[src/rtl/risc_run_controller.sv]
// Run/step/breakpoint sequencer for the 5-stage RISC core: debounces the board buttons,
// generates the core clock-enable and tracks enabled cycles and the LED byte.
module risc_run_controller #(
    parameter int unsigned DEBOUNCE_CYCLES = 16,
    parameter int unsigned RUN_DIV         = 4
) (
    input  logic        clk,
    input  logic        reset,
    input  logic        btn_step,
    input  logic        btn_run,
    input  logic        bp_en,
    input  logic [31:0] bp_addr,
    input  logic [31:0] core_pc,
    input  logic [31:0] core_result,
    output logic        cpu_en,
    output logic [1:0]  state,
    output logic [31:0] cycle_count,
    output logic [7:0]  led
);

    localparam int unsigned CntW = (DEBOUNCE_CYCLES > 1) ? $clog2(DEBOUNCE_CYCLES) : 1;
    localparam int unsigned DivW = (RUN_DIV > 1) ? $clog2(RUN_DIV) : 1;
    localparam logic [CntW-1:0] CntLast = CntW'(DEBOUNCE_CYCLES - 1);
    localparam logic [DivW-1:0] DivLast = DivW'(RUN_DIV - 1);

    typedef enum logic [1:0] {
        StHalt  = 2'd0,
        StRun   = 2'd1,
        StStep  = 2'd2,
        StBreak = 2'd3
    } state_e;

    // Bit 1 = run button, bit 0 = step button.
    logic [1:0]      sync1;
    logic [1:0]      sync2;
    logic [1:0]      stable;
    logic [1:0]      stable_prev;
    logic [1:0]      press;
    logic [CntW-1:0] db_cnt [2];

    state_e          st;
    logic [DivW-1:0] div_cnt;
    logic            bp_skip;
    logic            run_p;
    logic            step_p;
    logic            bp_hit;

    assign run_p  = press[1];
    assign step_p = press[0];
    assign bp_hit = bp_en && (core_pc == bp_addr) && !bp_skip;
    assign state  = st;

    always_ff @(posedge clk or negedge reset) begin
        if (!reset) begin
            sync1       <= '0;
            sync2       <= '0;
            stable      <= '0;
            stable_prev <= '0;
            press       <= '0;
            db_cnt[0]   <= '0;
            db_cnt[1]   <= '0;
        end else begin
            sync1       <= {btn_run, btn_step};
            sync2       <= sync1;
            stable_prev <= stable;
            press       <= stable & ~stable_prev;
            for (int b = 0; b < 2; b++) begin
                if (sync2[b] == stable[b]) begin
                    db_cnt[b] <= '0;
                end else if (db_cnt[b] == CntLast) begin
                    stable[b] <= sync2[b];
                    db_cnt[b] <= '0;
                end else begin
                    db_cnt[b] <= db_cnt[b] + 1'b1;
                end
            end
        end
    end

    always_ff @(posedge clk or negedge reset) begin
        if (!reset) begin
            st          <= StHalt;
            cpu_en      <= 1'b0;
            div_cnt     <= '0;
            bp_skip     <= 1'b0;
            cycle_count <= '0;
            led         <= '0;
        end else begin
            cpu_en <= 1'b0;
            unique case (st)
                StHalt: begin
                    if (run_p) begin
                        st      <= StRun;
                        div_cnt <= '0;
                    end else if (step_p) begin
                        st     <= StStep;
                        cpu_en <= 1'b1;
                    end
                end
                StRun: begin
                    // A halt press wins over an enable falling due on the same edge.
                    if (run_p) begin
                        st <= StHalt;
                    end else if (div_cnt == DivLast) begin
                        div_cnt <= '0;
                        if (bp_hit) begin
                            st <= StBreak;
                        end else begin
                            cpu_en  <= 1'b1;
                            bp_skip <= 1'b0;
                        end
                    end else begin
                        div_cnt <= div_cnt + 1'b1;
                    end
                end
                StStep: begin
                    st <= StHalt;
                end
                StBreak: begin
                    // Resuming skips the breakpoint once so the core can leave the PC.
                    if (run_p) begin
                        st      <= StRun;
                        div_cnt <= '0;
                        bp_skip <= 1'b1;
                    end else if (step_p) begin
                        st     <= StStep;
                        cpu_en <= 1'b1;
                    end
                end
                default: st <= StHalt;
            endcase

            if (cpu_en) begin
                if (cycle_count != '1) begin
                    cycle_count <= cycle_count + 1'b1;
                end
                led <= core_result[7:0];
            end
        end
    end

endmodule

[config.mk]
export PLATFORM = sky130hd
export DESIGN_NAME = risc_run_controller
export DESIGN_NICKNAME = d
export VERILOG_FILES = /design/src/rtl/risc_run_controller.sv
export SDC_FILE = /design/constraint.sdc
export NUM_CORES = 1
export LEC_CHECK = 0
export CAP_MARGIN = 20
export CORE_UTILIZATION = 42
export CTS_CLUSTER_DIAMETER = 120
export DETAILED_ROUTE_END_ITERATION = 12
export GPL_ROUTABILITY_DRIVEN = 0
export GPL_TIMING_DRIVEN = 1
export HOLD_SLACK_MARGIN = 0.05
export PLACE_DENSITY = 0.91
export SYNTH_ARGS = -nofsm -noshare
export SYNTH_HDL_FRONTEND = slang
export SYNTH_SLANG_ARGS = --single-unit
export TNS_END_PERCENT = 30
[constraint.sdc]
create_clock -name clk -period 3.02 [get_ports clk]
set_clock_uncertainty 0.2 [all_clocks]
set_input_delay 0.604 -clock clk [delete_from_list [all_inputs] [get_ports clk]]
set_output_delay 0.604 -clock clk [all_outputs]
set_load 0.005 [all_outputs]
======== Yosys cells after proc, flatten, opt, wreduce, memory -nomap -nowiden ========
Index checks and enable logic that the tools add are counted.
storage, ports and cells
  register bits after elaboration ......... 64
  input port bits ......................... 101
operators by class
  $add $sub $neg .......................... 4
  equal/unequal tests ..................... 18
  muxes and demuxes ....................... 25
  bitwise gates (word level) .............. 4
  reductions and logical operators ........ 13
operator list
  cell                                                                     count
  32-bit by 1-bit adder with 32-bit output, second input constant          1
  32-bit equality test                                                     1
  32-bit inequality test, second input constant                            1
  2-bit 2-to-1 mux                                                         8
  4-bit 2-to-1 mux                                                         4
  1-bit 2-to-1 mux                                                         9
  4-bit by 1-bit adder with 4-bit output, second input constant            2
  4-bit equality test, second input constant                               2
  2-bit inequality test, second input constant                             4
  2-bit equality test, second input constant                               3
  3-bit inequality test, second input constant                             2
  2-bit one-hot mux with 3 select lines                                    1
  2-bit AND reduction                                                      3
  3-bit AND reduction                                                      2
  5-bit AND reduction                                                      1
  1-bit one-hot mux with 2 select lines                                    2
  2-bit one-hot mux with 2 select lines                                    1
  2-bit nonzero test                                                       2
  3-bit by 1-bit inequality test with 1-bit output, second input constant  1
  2-bit by 1-bit adder with 2-bit output, second input constant            1
  2-bit AND                                                                1
  1-bit equality test                                                      2
  2-bit by 1-bit equality test with 1-bit output, second input constant    1
  1-bit logical AND                                                        2
  6 further kinds                                                          7

======== Longest topological paths before layout ========
  depth in word-level cells ............... 7
  mapped depth ............................ 8
  depth with buffers taken out ............ 7

======== Worst setup path after synthesis ========
No wires, ideal clock.
  path type ............................... register to register
  start ................................... reg cycle_count[12]
  end ..................................... reg cycle_count[30]
  data arrival time ....................... 1801 ps
  data required time ...................... 2695 ps
  setup slack ............................. 895 ps
  cell stages (with the launch flop) ...... 6
  buffers on the path ..................... 0
  clock period less this slack ............ 2125 ps
  cell sequence ........................... dfrtp_1 nand4_4 or3_4 or2_4 nor3_1 mux2_2
on the way
  longest elaborated chain between the ends .. 2
ends and longest elaborated chain
  element                                                                           line  source
  start: declaration                                                                17    output logic [31:0] cycle_count,
  start signal: assignment                                                          135   cycle_count <= cycle_count + 1'b1;
  branches (longest 2 deep; another with 32-bit by 1-bit adder with 32-bit output)  -
Several ways; the timed one is not identified.
A chain may end at the register's enable or synchronous reset.

======== Worst setup path after layout ========
  start ................................... reg cycle_count[0]
  end ..................................... reg cycle_count[19]
The elaborated chain is that of the path after synthesis.

==> impl_results.md <==
- Status: finished, final reports clean
- HPWL after DPL: between 6 and 7 mm
- Clk_lat worst skew: 330 ps
- Fin crit share: 83.0%
- Critical path's largest stage delay: 600 ps
- Synthesized Nets: 401
- Critical Path Start Type: register
- Layout Cells excl Fill: 527
- Yosys top cell area share: 48.8%
- Final nets: approximately 530
- Clock buffer count from CTS: 9
- DRT iter0 DRCs: about 150
- CTS root buf: clkbuf_8
- Unrepaired setup endpoints after global routing: no
- TritonCTS clock tree: yes
- Critical path origin: cycle_count[0]
- Die width: 90.4 um
- Setup ws final: between 500 and 600 ps
- Area grow syn2layout: 46.7%
- Final instance area: between 4000 and 5000 um2
- LEAKAGE: approximately 1.9 nW
- Hold path depth: 0
- Layout cell share with drive strength beyond 1: around a tenth
- GRT Total Usage: around a fifth
- Synth Register Bits: 64
- Setup tns final: 0 ps
- Fill cell count: ~570
- Reg2Reg Setup Slack: approximately 500 ps
- Clk pin slew, worst setup/hold paths: approximately 70 ps
- Core Util, Final: roughly 65%
- Seq/Total Area, Yosys: 48.8%
- Synth Area per Inst: 11.2 um2
- Headroom to the max-slew limit: 56.3%
- Number of flops mapped to enable cells by yosys: 0
- Fmax: around 0.40 GHz
- DRT antenna net count: 0
- Total gr overflow: 0
- Syn. warnings: 0
- Initial Util: 44.3%
- Max Cap Violations: 0
- Synth area leader: dfrtp_1
- Crit Reg-Reg Startpoint: cycle_count[0]
- Via count: 2,738
- CP max stage cell: a211oi_1
- Syn Inst Count: between 200 and 300
- Initial antenna violation count: 0
- TritonCTS sink count: 64
- # H-tree levels: 3
- Largest cells by area after synthesis: dfrtp_1 (49%), xnor2_1 (15%), mux2_2 (4.5%)
- CP top delay family: simple AND/OR/NAND/NOR gates
- WHS Endpoint: sync2[1]
- Worst reg2reg path depth: 6
- Largest net degree at the start of global routing: 30
- First-pass GRT wire length: about 13 mm
- Site Rows: 31
- Post-synth cell types: 43
- WP data required: 3030 ps
- Power Dens Cells: 443 nW/um2
- Measured slew at the worst slew-check pin: 651 ps
- Post-Route WL: between 7 and 8 mm
- CP bufs+invs: 0
- Diodes inserted: 0
- Reg2reg end: cycle_count[19]
- Vias in the first global route: between 2,000 and 3,000
- Mapped cell area: between 3000 and 4000 um2
- CTS max path bufs: 2
- Die Y-Extent: around 90 um
- Port bufs: approximately 120
- Final setup vio count: 0
- Post-Place Cells: 510
- Placed Area: between 4000 and 5000 um2
- DRT Pass-1 Iters: 4
- Cell breakdown of the critical path: ha_1, and4_1, nor3b_1, a211oi_1, nand3_1, xnor2_1
- Data arrival, critical path: 2520 ps
- Fin. Hold Viols: 0
- Minimum clock period: 2510 ps
- WL/cell: approximately 15 um
- Drt drc: 0
- Avg Vias per Cell: 5.20
- Post-synth top cells: dfrtp_1 (64), xnor2_1 (55), nand3_1 (22)
- IO Count: 144
- DIE AREA: 8170 um2
- Synth async-reset ratio: 100%
- Cell with the most instances after synthesis: dfrtp_1
- CP Capture Type: register
- VDD IR max: between 0.4 and 0.5 mV
- Critical setup path kind: reg -> reg
- Hold WC Path Type: reg -> reg
- Hold path start: sync1[1]
- Setup WS pre-CTS: a little under 500 ps
- Pins Over Slew Limit: 0
- Critical Path Fanout Max: 5
- Ys flop type: dfrtp_1
- Core ar.: approximately 7400 um2
worst max path at each step:
stage                      endpoint  slack, ps  cells past startpoint
detailed placement         state[0]        480                      6
floorplan           cycle_count[30]        890                      5
global placement           state[0]        520                      6
finish              cycle_count[19]        510                      6
global route        cycle_count[15]        330                      6
CTS                 cycle_count[19]        530                      6
layer usage:
| layer | vias to the layer above | share of wire [%] | global-route usage [%] |
|---|---|---|---|
| li1 | 1311 | - | - |
| met1 | 1338 | 41 | 23.2 |
| met2 | 72 | 54 | 36.8 |
| met3 | 17 | 3.8 | 4.88 |
| met4 | 0 | 1.9 | 7.39 |
| met5 | - | 0 | 0 |
cell type report:
cell class	count	area, um2	share of cell area (%)
clock inverters	6	67.6	1.40
clock buffers	10	138	2.86
multi-input cells	217	1640	34.0
inverters	8	30.0	0.624
well taps	99	124	2.57
repair buffers	123	1220	25.3
flip-flops and latches	64	1600	33.3
metrics by stage:
stage                     hold slack [ps]  total power, mW
final                                 158             2.13
after global routing                  170             2.24
after global placement                133             1.39
after CTS                             156             2.16
after floorplan                       108             1.16
after detailed placement              138             1.42
state kept, by name, summed over array words and instances (netlist names):
register and cells:
cycle_count 32, stable_prev 2, sync2 2, state 2, stable 2, cpu_en 1
led 8, press 2, db_cnt 8, sync1 2, div_cnt 2, bp_skip 1
placed cells by master, fill, tap and decap left out, types with 2 or more instances in the layout:
cell	count
clkdlybuf4s50_1	118
dfrtp_1	64
xnor2_1	55
nand3_1	22
nand2_1	18
nand4_1	16
mux2_2	13
a21oi_1	11
clkbuf_8	10
nor2_1	8
inv_1	8
xor2_1	7
ha_1	7
o21ai_0	6
nor3_1	5
and4_1	5
nor2b_1	4
nor3b_1	4
and2_1	3
a31oi_1	3
buf_4	3
nor4_1	2
nand4b_1	2
and3_1	2
nand4_4	2
a211oi_1	2
nand2b_1	2
a41oi_1	2
clkinvlp_4	2
cells by family (layout without fill, tap and decap cells):
logic type / Yosys count / after routing / share of synthesized area [%]
mux: 13 / 13 / 4.46
fa+ha+maj: 7 / 7 / 2.67
flops: 64 / 64 / 48.8
simple gates: 104 / 104 / 19.5
buf+inv: 12 / 147 / 1.37
xor+xnor: 62 / 62 / 16.5
compound gates: 31 / 31 / 6.63
report_power, final:
part	total [mW]	switching (mW)	leakage, nW	internal (mW)
combinational	0.433	0.163	0.977	0.270
sequential	0.966	0.0454	0.873	0.921
clock	0.734	0.328	0.0989	0.406
repair_timing:
action,in CTS,in global routing
gates resized for setup,0,0
hold buffers,1,0
buffers inserted,0,0
endpoints found under the hold margin,19,0
No activity file was read; power rests on OpenSTA's default activity.
